File: src/rtl/uart_rx_frame_ctrl_if.sv
// ---------------------------------------------------------------------------
// uart_rx_frame_ctrl_if
// Bundles the byte stream coming from the UART receiver and the validated-frame
// handshake going to the command logic.
//   master : the frame sequencer. It drives rx_en, frame_data, frame_valid,
//            err_*, drop_cnt and busy. It receives rx_data, rx_valid,
//            rx_frame_err and frame_ack.
//   slave  : the surrounding logic (receiver plus consumer), which has the
//            opposite directions.
// ---------------------------------------------------------------------------
interface uart_rx_frame_ctrl_if #(
    parameter int PAYLOAD_LEN = 4
);
    logic [7:0]               rx_data;
    logic                     rx_valid;
    logic                     rx_frame_err;
    logic                     rx_en;
    logic [8*PAYLOAD_LEN-1:0] frame_data;
    logic                     frame_valid;
    logic                     frame_ack;
    logic                     err_chksum;
    logic                     err_timeout;
    logic                     err_overrun;
    logic                     err_line;
    logic [7:0]               drop_cnt;
    logic                     busy;

    modport master (
        input  rx_data, rx_valid, rx_frame_err, frame_ack,
        output rx_en, frame_data, frame_valid,
               err_chksum, err_timeout, err_overrun, err_line,
               drop_cnt, busy
    );

    modport slave (
        output rx_data, rx_valid, rx_frame_err, frame_ack,
        input  rx_en, frame_data, frame_valid,
               err_chksum, err_timeout, err_overrun, err_line,
               drop_cnt, busy
    );
endinterface

File: src/rtl/uart_rx_frame_ctrl.sv
// ---------------------------------------------------------------------------
// uart_rx_frame_ctrl
// Frame sequencer behind a UART receiver. It hunts for HEADER, collects
// PAYLOAD_LEN payload bytes plus a mod-256 sum checksum, and aborts a frame
// whose inter-byte gap exceeds TIMEOUT_BITS bit times. Good frames are held on
// frame_valid until frame_ack.
// Ports:
//   clk    : system clock. Everything runs on its rising edge.
//   reset  : synchronous, active-high reset.
//   bus    : uart_rx_frame_ctrl_if.master. It carries the receiver bytes, the
//            frame handshake, the error pulses, drop_cnt and busy. All of its
//            outputs are registered.
// ---------------------------------------------------------------------------
module uart_rx_frame_ctrl #(
    parameter int         CLK_FREQ     = 100_000_000,
    parameter int         BAUD         = 9600,
    parameter logic [7:0] HEADER       = 8'hA5,
    parameter int         PAYLOAD_LEN  = 4,
    parameter int         TIMEOUT_BITS = 20
) (
    input  logic                 clk,
    input  logic                 reset,
    uart_rx_frame_ctrl_if.master bus
);
    localparam int BIT_CLKS = CLK_FREQ / BAUD;
    localparam int TO_LIMIT = TIMEOUT_BITS * BIT_CLKS;
    localparam int TO_W     = $clog2(TO_LIMIT + 1);
    localparam int IDX_W    = (PAYLOAD_LEN > 1) ? $clog2(PAYLOAD_LEN) : 1;
    localparam logic [TO_W-1:0]  TO_LAST  = TO_W'(TO_LIMIT - 1);
    localparam logic [IDX_W-1:0] IDX_LAST = IDX_W'(PAYLOAD_LEN - 1);

    typedef enum logic [1:0] {
        ST_IDLE    = 2'd0,
        ST_PAYLOAD = 2'd1,
        ST_CHECK   = 2'd2,
        ST_HOLD    = 2'd3
    } state_t;

    // Running checksum: the payload bytes are summed modulo 256.
    function automatic logic [7:0] sum_add(input logic [7:0] acc, input logic [7:0] b);
        return acc + b;
    endfunction

    state_t                   state_r, state_s;
    logic [IDX_W-1:0]         idx_r, idx_s;
    logic [7:0]               sum_r, sum_s;
    logic [8*PAYLOAD_LEN-1:0] buf_r, buf_s;
    logic [TO_W-1:0]          to_cnt_r, to_cnt_s;
    logic [8*PAYLOAD_LEN-1:0] frame_data_r, frame_data_s;
    logic [7:0]               drop_cnt_r, drop_cnt_s;
    logic                     frame_valid_r, busy_r, rx_en_r;
    logic                     err_chksum_r, err_timeout_r, err_overrun_r, err_line_r;
    logic                     err_chksum_s, err_timeout_s, err_overrun_s, err_line_s;
    logic                     hdr_ok_s, to_hit_s;

    assign hdr_ok_s = (bus.rx_data == HEADER) && !bus.rx_frame_err;
    assign to_hit_s = (to_cnt_r == TO_LAST);

    // Next-state and next-output logic for the frame sequencer.
    always_comb begin
        state_s       = state_r;
        idx_s         = idx_r;
        sum_s         = sum_r;
        buf_s         = buf_r;
        to_cnt_s      = to_cnt_r;
        frame_data_s  = frame_data_r;
        drop_cnt_s    = drop_cnt_r;
        err_chksum_s  = 1'b0;
        err_timeout_s = 1'b0;
        err_overrun_s = 1'b0;
        err_line_s    = 1'b0;
        case (state_r)
            // In HOLD, an acknowledged cycle behaves exactly like IDLE, so that a
            // header arriving together with the ack starts the next frame at once.
            ST_IDLE, ST_HOLD: begin
                if ((state_r == ST_HOLD) && !bus.frame_ack) begin
                    if (bus.rx_valid) begin
                        err_overrun_s = 1'b1;
                    end else begin
                        state_s = ST_HOLD;
                    end
                end else if (bus.rx_valid) begin
                    if (hdr_ok_s) begin
                        state_s  = ST_PAYLOAD;
                        idx_s    = '0;
                        sum_s    = 8'h00;
                        to_cnt_s = '0;
                    end else begin
                        state_s = ST_IDLE;
                        if (drop_cnt_r != 8'hFF) begin
                            drop_cnt_s = drop_cnt_r + 8'd1;
                        end else begin
                            drop_cnt_s = drop_cnt_r;
                        end
                    end
                end else begin
                    state_s = ST_IDLE;
                end
            end
            ST_PAYLOAD: begin
                if (bus.rx_valid) begin
                    to_cnt_s = '0;
                    if (bus.rx_frame_err) begin
                        err_line_s = 1'b1;
                        state_s    = ST_IDLE;
                    end else begin
                        buf_s[{idx_r, 3'b000} +: 8] = bus.rx_data;
                        sum_s = sum_add(sum_r, bus.rx_data);
                        if (idx_r == IDX_LAST) begin
                            idx_s   = '0;
                            state_s = ST_CHECK;
                        end else begin
                            idx_s = idx_r + IDX_W'(1);
                        end
                    end
                end else if (to_hit_s) begin
                    err_timeout_s = 1'b1;
                    to_cnt_s      = '0;
                    state_s       = ST_IDLE;
                end else begin
                    to_cnt_s = to_cnt_r + TO_W'(1);
                end
            end
            // The payload is collected in a shadow buffer. frame_data is only
            // updated here, so it always shows the last good frame.
            ST_CHECK: begin
                if (bus.rx_valid) begin
                    to_cnt_s = '0;
                    if (bus.rx_frame_err) begin
                        err_line_s = 1'b1;
                        state_s    = ST_IDLE;
                    end else if (bus.rx_data == sum_r) begin
                        frame_data_s = buf_r;
                        state_s      = ST_HOLD;
                    end else begin
                        err_chksum_s = 1'b1;
                        state_s      = ST_IDLE;
                    end
                end else if (to_hit_s) begin
                    err_timeout_s = 1'b1;
                    to_cnt_s      = '0;
                    state_s       = ST_IDLE;
                end else begin
                    to_cnt_s = to_cnt_r + TO_W'(1);
                end
            end
            default: begin
                state_s  = ST_IDLE;
                idx_s    = '0;
                to_cnt_s = '0;
            end
        endcase
    end

    // State register and registered outputs. frame_valid and busy are taken
    // from the next state, so they line up with the state register.
    always_ff @(posedge clk) begin
        if (reset) begin
            state_r       <= ST_IDLE;
            idx_r         <= '0;
            sum_r         <= 8'h00;
            buf_r         <= '0;
            to_cnt_r      <= '0;
            frame_data_r  <= '0;
            drop_cnt_r    <= 8'h00;
            frame_valid_r <= 1'b0;
            busy_r        <= 1'b0;
            rx_en_r       <= 1'b0;
            err_chksum_r  <= 1'b0;
            err_timeout_r <= 1'b0;
            err_overrun_r <= 1'b0;
            err_line_r    <= 1'b0;
        end else begin
            state_r       <= state_s;
            idx_r         <= idx_s;
            sum_r         <= sum_s;
            buf_r         <= buf_s;
            to_cnt_r      <= to_cnt_s;
            frame_data_r  <= frame_data_s;
            drop_cnt_r    <= drop_cnt_s;
            frame_valid_r <= (state_s == ST_HOLD);
            busy_r        <= (state_s != ST_IDLE);
            rx_en_r       <= 1'b1;
            err_chksum_r  <= err_chksum_s;
            err_timeout_r <= err_timeout_s;
            err_overrun_r <= err_overrun_s;
            err_line_r    <= err_line_s;
        end
    end

    assign bus.rx_en       = rx_en_r;
    assign bus.frame_data  = frame_data_r;
    assign bus.frame_valid = frame_valid_r;
    assign bus.err_chksum  = err_chksum_r;
    assign bus.err_timeout = err_timeout_r;
    assign bus.err_overrun = err_overrun_r;
    assign bus.err_line    = err_line_r;
    assign bus.drop_cnt    = drop_cnt_r;
    assign bus.busy        = busy_r;
endmodule

File: src/flat_wrapper.sv
// flat-port wrapper written by rule: the top's interface ports become plain ports
module uart_rx_frame_ctrl_flat 
#(
    parameter int         CLK_FREQ     = 100_000_000,
    parameter int         BAUD         = 9600,
    parameter logic [7:0] HEADER       = 8'hA5,
    parameter int         PAYLOAD_LEN  = 4,
    parameter int         TIMEOUT_BITS = 20
)
  (clk, reset, bus_rx_data, bus_rx_valid, bus_rx_frame_err, bus_frame_ack, bus_rx_en, bus_frame_data, bus_frame_valid, bus_err_chksum, bus_err_timeout, bus_err_overrun, bus_err_line, bus_drop_cnt, bus_busy);
  uart_rx_frame_ctrl_if #(.PAYLOAD_LEN(PAYLOAD_LEN)) bus_i ();
  input  logic clk;
  input  logic reset;
  input wire logic [$bits(bus_i.rx_data)-1:0] bus_rx_data;
  input wire logic [$bits(bus_i.rx_valid)-1:0] bus_rx_valid;
  input wire logic [$bits(bus_i.rx_frame_err)-1:0] bus_rx_frame_err;
  input wire logic [$bits(bus_i.frame_ack)-1:0] bus_frame_ack;
  output wire logic [$bits(bus_i.rx_en)-1:0] bus_rx_en;
  output wire logic [$bits(bus_i.frame_data)-1:0] bus_frame_data;
  output wire logic [$bits(bus_i.frame_valid)-1:0] bus_frame_valid;
  output wire logic [$bits(bus_i.err_chksum)-1:0] bus_err_chksum;
  output wire logic [$bits(bus_i.err_timeout)-1:0] bus_err_timeout;
  output wire logic [$bits(bus_i.err_overrun)-1:0] bus_err_overrun;
  output wire logic [$bits(bus_i.err_line)-1:0] bus_err_line;
  output wire logic [$bits(bus_i.drop_cnt)-1:0] bus_drop_cnt;
  output wire logic [$bits(bus_i.busy)-1:0] bus_busy;
  assign bus_i.rx_data = bus_rx_data;
  assign bus_i.rx_valid = bus_rx_valid;
  assign bus_i.rx_frame_err = bus_rx_frame_err;
  assign bus_i.frame_ack = bus_frame_ack;
  assign bus_rx_en = bus_i.rx_en;
  assign bus_frame_data = bus_i.frame_data;
  assign bus_frame_valid = bus_i.frame_valid;
  assign bus_err_chksum = bus_i.err_chksum;
  assign bus_err_timeout = bus_i.err_timeout;
  assign bus_err_overrun = bus_i.err_overrun;
  assign bus_err_line = bus_i.err_line;
  assign bus_drop_cnt = bus_i.drop_cnt;
  assign bus_busy = bus_i.busy;
  uart_rx_frame_ctrl #(.CLK_FREQ(CLK_FREQ), .BAUD(BAUD), .HEADER(HEADER), .PAYLOAD_LEN(PAYLOAD_LEN), .TIMEOUT_BITS(TIMEOUT_BITS)) u_core (.clk(clk), .reset(reset), .bus(bus_i));
endmodule
File: config.mk
export PLATFORM = sky130hd
export DESIGN_NAME = uart_rx_frame_ctrl_flat
export DESIGN_NICKNAME = d
export VERILOG_FILES = /design/src/rtl/uart_rx_frame_ctrl_if.sv /design/src/rtl/uart_rx_frame_ctrl.sv /design/src/flat_wrapper.sv
export SDC_FILE = /design/constraint.sdc
export NUM_CORES = 1
export LEC_CHECK = 0
export ABC_AREA = 1
export BUFFER_PORTS_ARGS = -buffer_cell sky130_fd_sc_hd__buf_2
export CORE_ASPECT_RATIO = 1.25
export CORE_UTILIZATION = 40
export CTS_CLUSTER_SIZE = 28
export DETAILED_ROUTE_END_ITERATION = 6
export GPL_TIMING_DRIVEN = 0
export PLACE_DENSITY = 0.6
export SLEW_MARGIN = 20
export SYNTH_ARGS = -nofsm -noshare
export SYNTH_HDL_FRONTEND = slang
export SYNTH_SLANG_ARGS = --single-unit
export TNS_END_PERCENT = 100
File: constraint.sdc
create_clock -name clk -period 2 [get_ports clk]
set_clock_uncertainty 0.05 [all_clocks]
set_input_delay 0.3 -clock clk [delete_from_list [all_inputs] [get_ports clk]]
set_output_delay 0.3 -clock clk [all_outputs]
set_load 0.02 [all_outputs]
== Word level (Yosys, flattened, before mapping) ==
Cells that the tools add are included.
W data, S select, Z words.
Storage, ports and cells
  bits in registers: 109
  latch bits: 0
  bits in writable memories: 0
  memory bits (read-only): 0
  output and inout bits: 47
  logic and storage cells: 97
  memories kept: 0
Operators by class
  add/subtract/negate cells: 5
  multipliers: 0
  div/mod/pow operators: 0
  magnitude comparators: 0
  equal/unequal tests: 14
  shift operators: 2
  muxes and demuxes: 37
  bitwise operators: 7
  reductions and logical operators: 18
Operators by type and width (count)
  $mux W18: 5
  $mux W8: 5
  $pmux W18 S2: 1
  $bwmux W32: 1
  $shift A8 B7 Y32 const A: 1
  $shiftx A8 B7 Y32: 1
  $mux W2: 15
  $add A18 B1 Y18 const B: 1
  $eq A18 B18 Y1 const B: 1
  $pmux W8 S2: 1
  $reduce_or A3 Y1: 3
  $add A8 B1 Y8 const B: 1
  $add A8 B8 Y8: 1
  $eq A2 B2 Y1 const B: 4
  $eq A8 B8 Y1: 1
  $eq A8 B8 Y1 const B: 1
  $ne A2 B2 Y1 const B: 4
  $ne A8 B8 Y1 const B: 1
  $mux W1: 7
  $neg A5 Y7: 1
  $not A1 Y1: 7
  $pmux W2 S3: 1
  $reduce_and A3 Y1: 2
  $reduce_and A6 Y1: 1
  12 further kinds: 16

== Depth between registers and ports, before layout ==
  depth after elaboration: 7
  depth in mapped cells: 12
  depth with buffers taken out: 12

== Worst setup path after synthesis ==
OpenSTA, ideal clock, no wires.
  path type: register to register
  start: register u_core.idx_r[0]
  end: register u_core.buf_r[16]
  setup time: 0.086 ns
  data arrival time: 2.064 ns
  setup slack: -0.200 ns
  stages on the path, launching flop included: 10
  period minus slack after synthesis: 2.200 ns
  cell sequence: dfxtp_1 > clkbuf_1 > inv_1 > ha_1 > inv_1 > nor2_1 > clkinv_1 > nor2_1 > a21oi_1 > a211oi_1
Between the ends
  cells in the longest elaborated chain, start to end: 3
  elaborated cells on any way between the ends: 4
RTL lines
  start: declaration: line uart_rx_frame_ctrl.sv:45  | logic [IDX_W-1:0] idx_r, idx_s;
  start signal: assignment: line uart_rx_frame_ctrl.sv:175  | idx_r <= idx_s;
  $neg A5 Y7 *: line uart_rx_frame_ctrl.sv:107  | buf_s[{idx_r, 3'b000} +: 8] = bus.rx_data;
  $shiftx A8 B7 Y32 / $shift A8 B7 Y32 (equally long branches): line uart_rx_frame_ctrl.sv:107
  $bwmux W32 *: line uart_rx_frame_ctrl.sv:107
  end signal: assignment: line uart_rx_frame_ctrl.sv:177  | buf_r <= buf_s;
  end: declaration: line uart_rx_frame_ctrl.sv:47  | logic [8*PAYLOAD_LEN-1:0] buf_r, buf_s;
Mark *: on every way between the ends. The rest lies on a longest branch, timed or not.
A chain may end at the register's enable or synchronous reset.

== Final worst setup path ==
  start: register u_core.sum_r[1]
  end: register u_core.frame_data_r[17] (netlist: u_core.bus.frame_data[17])
Between the ends
  cells in the longest elaborated chain, start to end: 2
RTL lines
  start: declaration: line uart_rx_frame_ctrl.sv:46  | logic [7:0] sum_r, sum_s;
  start signal: assignment: line uart_rx_frame_ctrl.sv:176  | sum_r <= sum_s;
  $eq A8 B8 Y1: line uart_rx_frame_ctrl.sv:132  | end else if (bus.rx_data == sum_r) begin
  $reduce_and A4 Y1 (no source line)
  end signal: assignment: line uart_rx_frame_ctrl.sv:179  | frame_data_r <= frame_data_s;
  end: declaration: line uart_rx_frame_ctrl.sv:49  | logic [8*PAYLOAD_LEN-1:0] frame_data_r, frame_data_s;
Every way passes these cells.

==> results.py <==
metrics = {
    "place": {
        "dp.cells": 923,
        "dpl.hpwl_mm": 9.62,
        "io_buffers": 59,
        "dp_slack_ns": -0.386,
        "dpl_cell_area_um2": 5630,
        "place_congestion": 0.928,
    },
    "yosys": {
        "yosys.area.top_type": "dfxtp_1",
        "yosys-top-cells-area": "dfxtp_1, a21oi_1, nand2_1",
        "syn_nets": 732,
        "synth_seq_cells": 109,
        "ys_warn_count": 0,
        "synth_edf_count": 0,
        "synth_flop_cell": "dfxtp_1",
        "syn_area_um2": 5130,
        "syn_inst": 700,
        "synth_cell_type_count": 38,
        "avgSynthCellArea_um2": 7.32,
        "muxShareOfSynthArea_pct": 0,
        "synth_xor_area_share_pct": 2.22,
        "synth_simple_gate_area_share_pct": 22.2,
        "yosys.area.top_type_share_pct": 42.6,
        "seq_area_frac_synth_pct": 42.6,
        "synth_fa_ha_area_share_pct": 4.78,
        "synth-async-reset-ratio_pct": 0,
        "synth-compound-area-share_pct": 19.1,
        "synth_top_family_by_area": "simple AND/OR/NAND/NOR gates",
    },
    "sta": {
        "max_freq_mhz": 530,
        "setup_violations": 0,
        "maxSlewViolCount": 0,
        "fin_ws_ns": 0.113,
        "worst_pin_slew_ns": 0.588,
        "hold_viol": 0,
        "hold_slack_ns": 0.223,
        "slew_headroom_pct": 60.8,
        "tns_ns": 0,
        "period_share_pct": 94.4,
        "fin_crit_ns": 1.89,
    },
    "final_layout": {
        "utilization_pct": 50.3,
        "area_growth_syn_to_layout_pct": 21.0,
        "drive_gt1_share_pct": 17.2,
        "final_cell_area_um2": 6210,
        "final_cell_mix": "nand2_1, dfxtp_1, a21oi_1",
        "final_net_count": 813,
        "antennaDiodeCount": 0,
        "layout_commonest_cell": "nand2_1",
        "finalNonFillerCells": 950,
    },
    "clocking": {
        "cts_buffers": 9,
        "h-tree-depth": 3,
        "clk_pin_slew_worst_paths_ns": 0.07,
        "cts_root_buf": "clkbuf_16",
        "cts_tree": "built",
        "clk_latency_ns": 0.35,
        "clock_path_buffers": 2,
        "clock-sinks": 109,
    },
    "pwr": {
        "vdd_drop_max_mv": 0.385,
        "finalPower_mw": 4.11,
        "combPwrFrac_pct": 4.4,
        "p_switching_mw": 0.961,
        "power.leakage_nw": 2.53,
        "internal_power_mw": 3.15,
        "power_switching_share_pct": 23.4,
        "power_density_nw_per_um2": 663,
        "p_seq_share_pct": 52.9,
        "clkPwrFrac_pct": 42.6,
    },
    "worst_setup_path": {
        "crit_fanout": 10,
        "end_kind": "register",
        "required_ns": 2.20,
        "r2r-start": "u_core.sum_r[1]",
        "crit_start": "u_core.sum_r[1]",
        "crit_type": "register to register",
        "worstPathCellList": "ha_1, nor2_1, and2_1, nand3_2, nor3_4, clkbuf_16, clkbuf_4, a21oi_1",
        "cpMaxStageDelayCell": "dfxtp_2",
        "cp-start-kind": "register",
        "crit_path_max_incr_delay_ns": 0.34,
        "cp_data_arrival_time_ns": 2.08,
    },
    "floorplanning": {
        "rows": 45,
        "die_h_um": 129,
        "die_x_um": 103,
        "num_io_pins": 60,
        "start_util_pct": 41.6,
        "core_area_um2": 12300,
        "die_area_um2": 13300,
    },
    "min_path": {
        "hp-class": "input port to register",
        "min_from": "bus_frame_ack",
    },
    "drt": {
        "drtIter0Drc": 212,
        "drtAntennaViolNets": 0,
        "routed_wl_mm": 13.5,
        "route.detailed.drc": 0,
        "firstDrtPassIters": 5,
        "wl_per_cell_um": 14.2,
        "vias": 4851,
        "viasPerCell": 5.11,
    },
    "outcome": {
        "status": "finished, final reports clean",
    },
    "global_route": {
        "first_global_vias": 4428,
        "grt_pass1_wl_mm": 21.2,
        "grt-ovfl-total": 0,
        "antenna_found_initial": 0,
        "grt_max_degree": 19,
        "grtUsageTotal_pct": 20.7,
    },
    "flow_run": {
        "drv_cap": 0,
    },
}
==> synthesized netlist by cell type, drive strengths merged, types with 13 or more instances <==
cell type and n:
a21oi 99, a211oi 13, nor2 62, dfxtp 109
o21ai 64, nor3 15, nand3 28, inv 90
clkbuf 16, nand4 16, nand2 127, ha 18
==> registers in the layout (all words and copies together) (netlist names), 2 cells and up <==
signal,count
u_core.buf_r,32
u_core.bus.drop_cnt,8
u_core.bus.frame_data,32
u_core.idx_r,2
u_core.state_r,2
u_core.sum_r,8
u_core.to_cnt_r,18
==> kinds of logic after synthesis <==
family | Yosys count
compound gates | 184
simple gates | 258
xor+xnor | 13
fa+ha+maj | 19
buf+inv | 117
flops | 109
==> worst paths after layout <==
path	to	slack, ns	depth (start not counted)
worst min-delay path	u_core.bus.err_overrun	0.22	4
worst max-delay path	u_core.bus.frame_data[17]	0.11	8
worst min register to register	u_core.buf_r[30]	0.41	2
worst max register to register	u_core.bus.frame_data[17]	0.11	8
==> final cells by class <==
type | count | area (µm²)
multi-input combinational | 475 | 2620
clock buffer | 11 | 253
sequential | 109 | 2190
timing repair buffer | 70 | 408
timing repair inverter | 1 | 3.75
tap | 164 | 205
clock inverter | 5 | 41.3
fill | 1237 | 6120
inverter | 91 | 348
buffer | 24 | 143
==> worst max-delay path: cells and delay by family, from the launching register on <==
| kind | cells | cell delay [ns] |
|---|---|---|
| AOI/OAI and AO/OA | 1 | 0.09 |
| adders and majority gates | 1 | 0.29 |
| buffers and inverters | 2 | 0.41 |
| DFF | 1 | 0.34 |
| and+or+nand+nor | 4 | 0.60 |
==> routing by layer <==
| layer | routed length (µm) | share of wire, % | global-route usage (%) | up-vias |
|---|---|---|---|---|
| met5 | 0 | 0 | 0 | - |
| met4 | 457 | 3.4 | 10.1 | 0 |
| met2 | 6670 | 49 | 34.9 | 102 |
| li1 | - | - | - | 2477 |
| met1 | 5910 | 44 | 25.4 | 2236 |
| met3 | 444 | 3.3 | 3.20 | 36 |
==> power by group through the flow <==
stage                     clock [mW]  sequential [mW]  combinational (mW)
after floorplan                    0             2.24              0.0874
after global routing            1.90             2.18               0.199
after global placement             0             2.23               0.161
final                           1.75             2.18               0.182
after CTS                       1.81             2.18               0.166
after detailed placement           0             2.23               0.163
==> what timing repair did <==
action                     in CTS  in global routing
hold buffers                    0                  0
pin swaps                       1                  5
buffers inserted                1                  9
setup endpoints to repair      93                 84
resized for setup              13                 31
cloned                          1                  2
(Power assumes the default switching activity.)
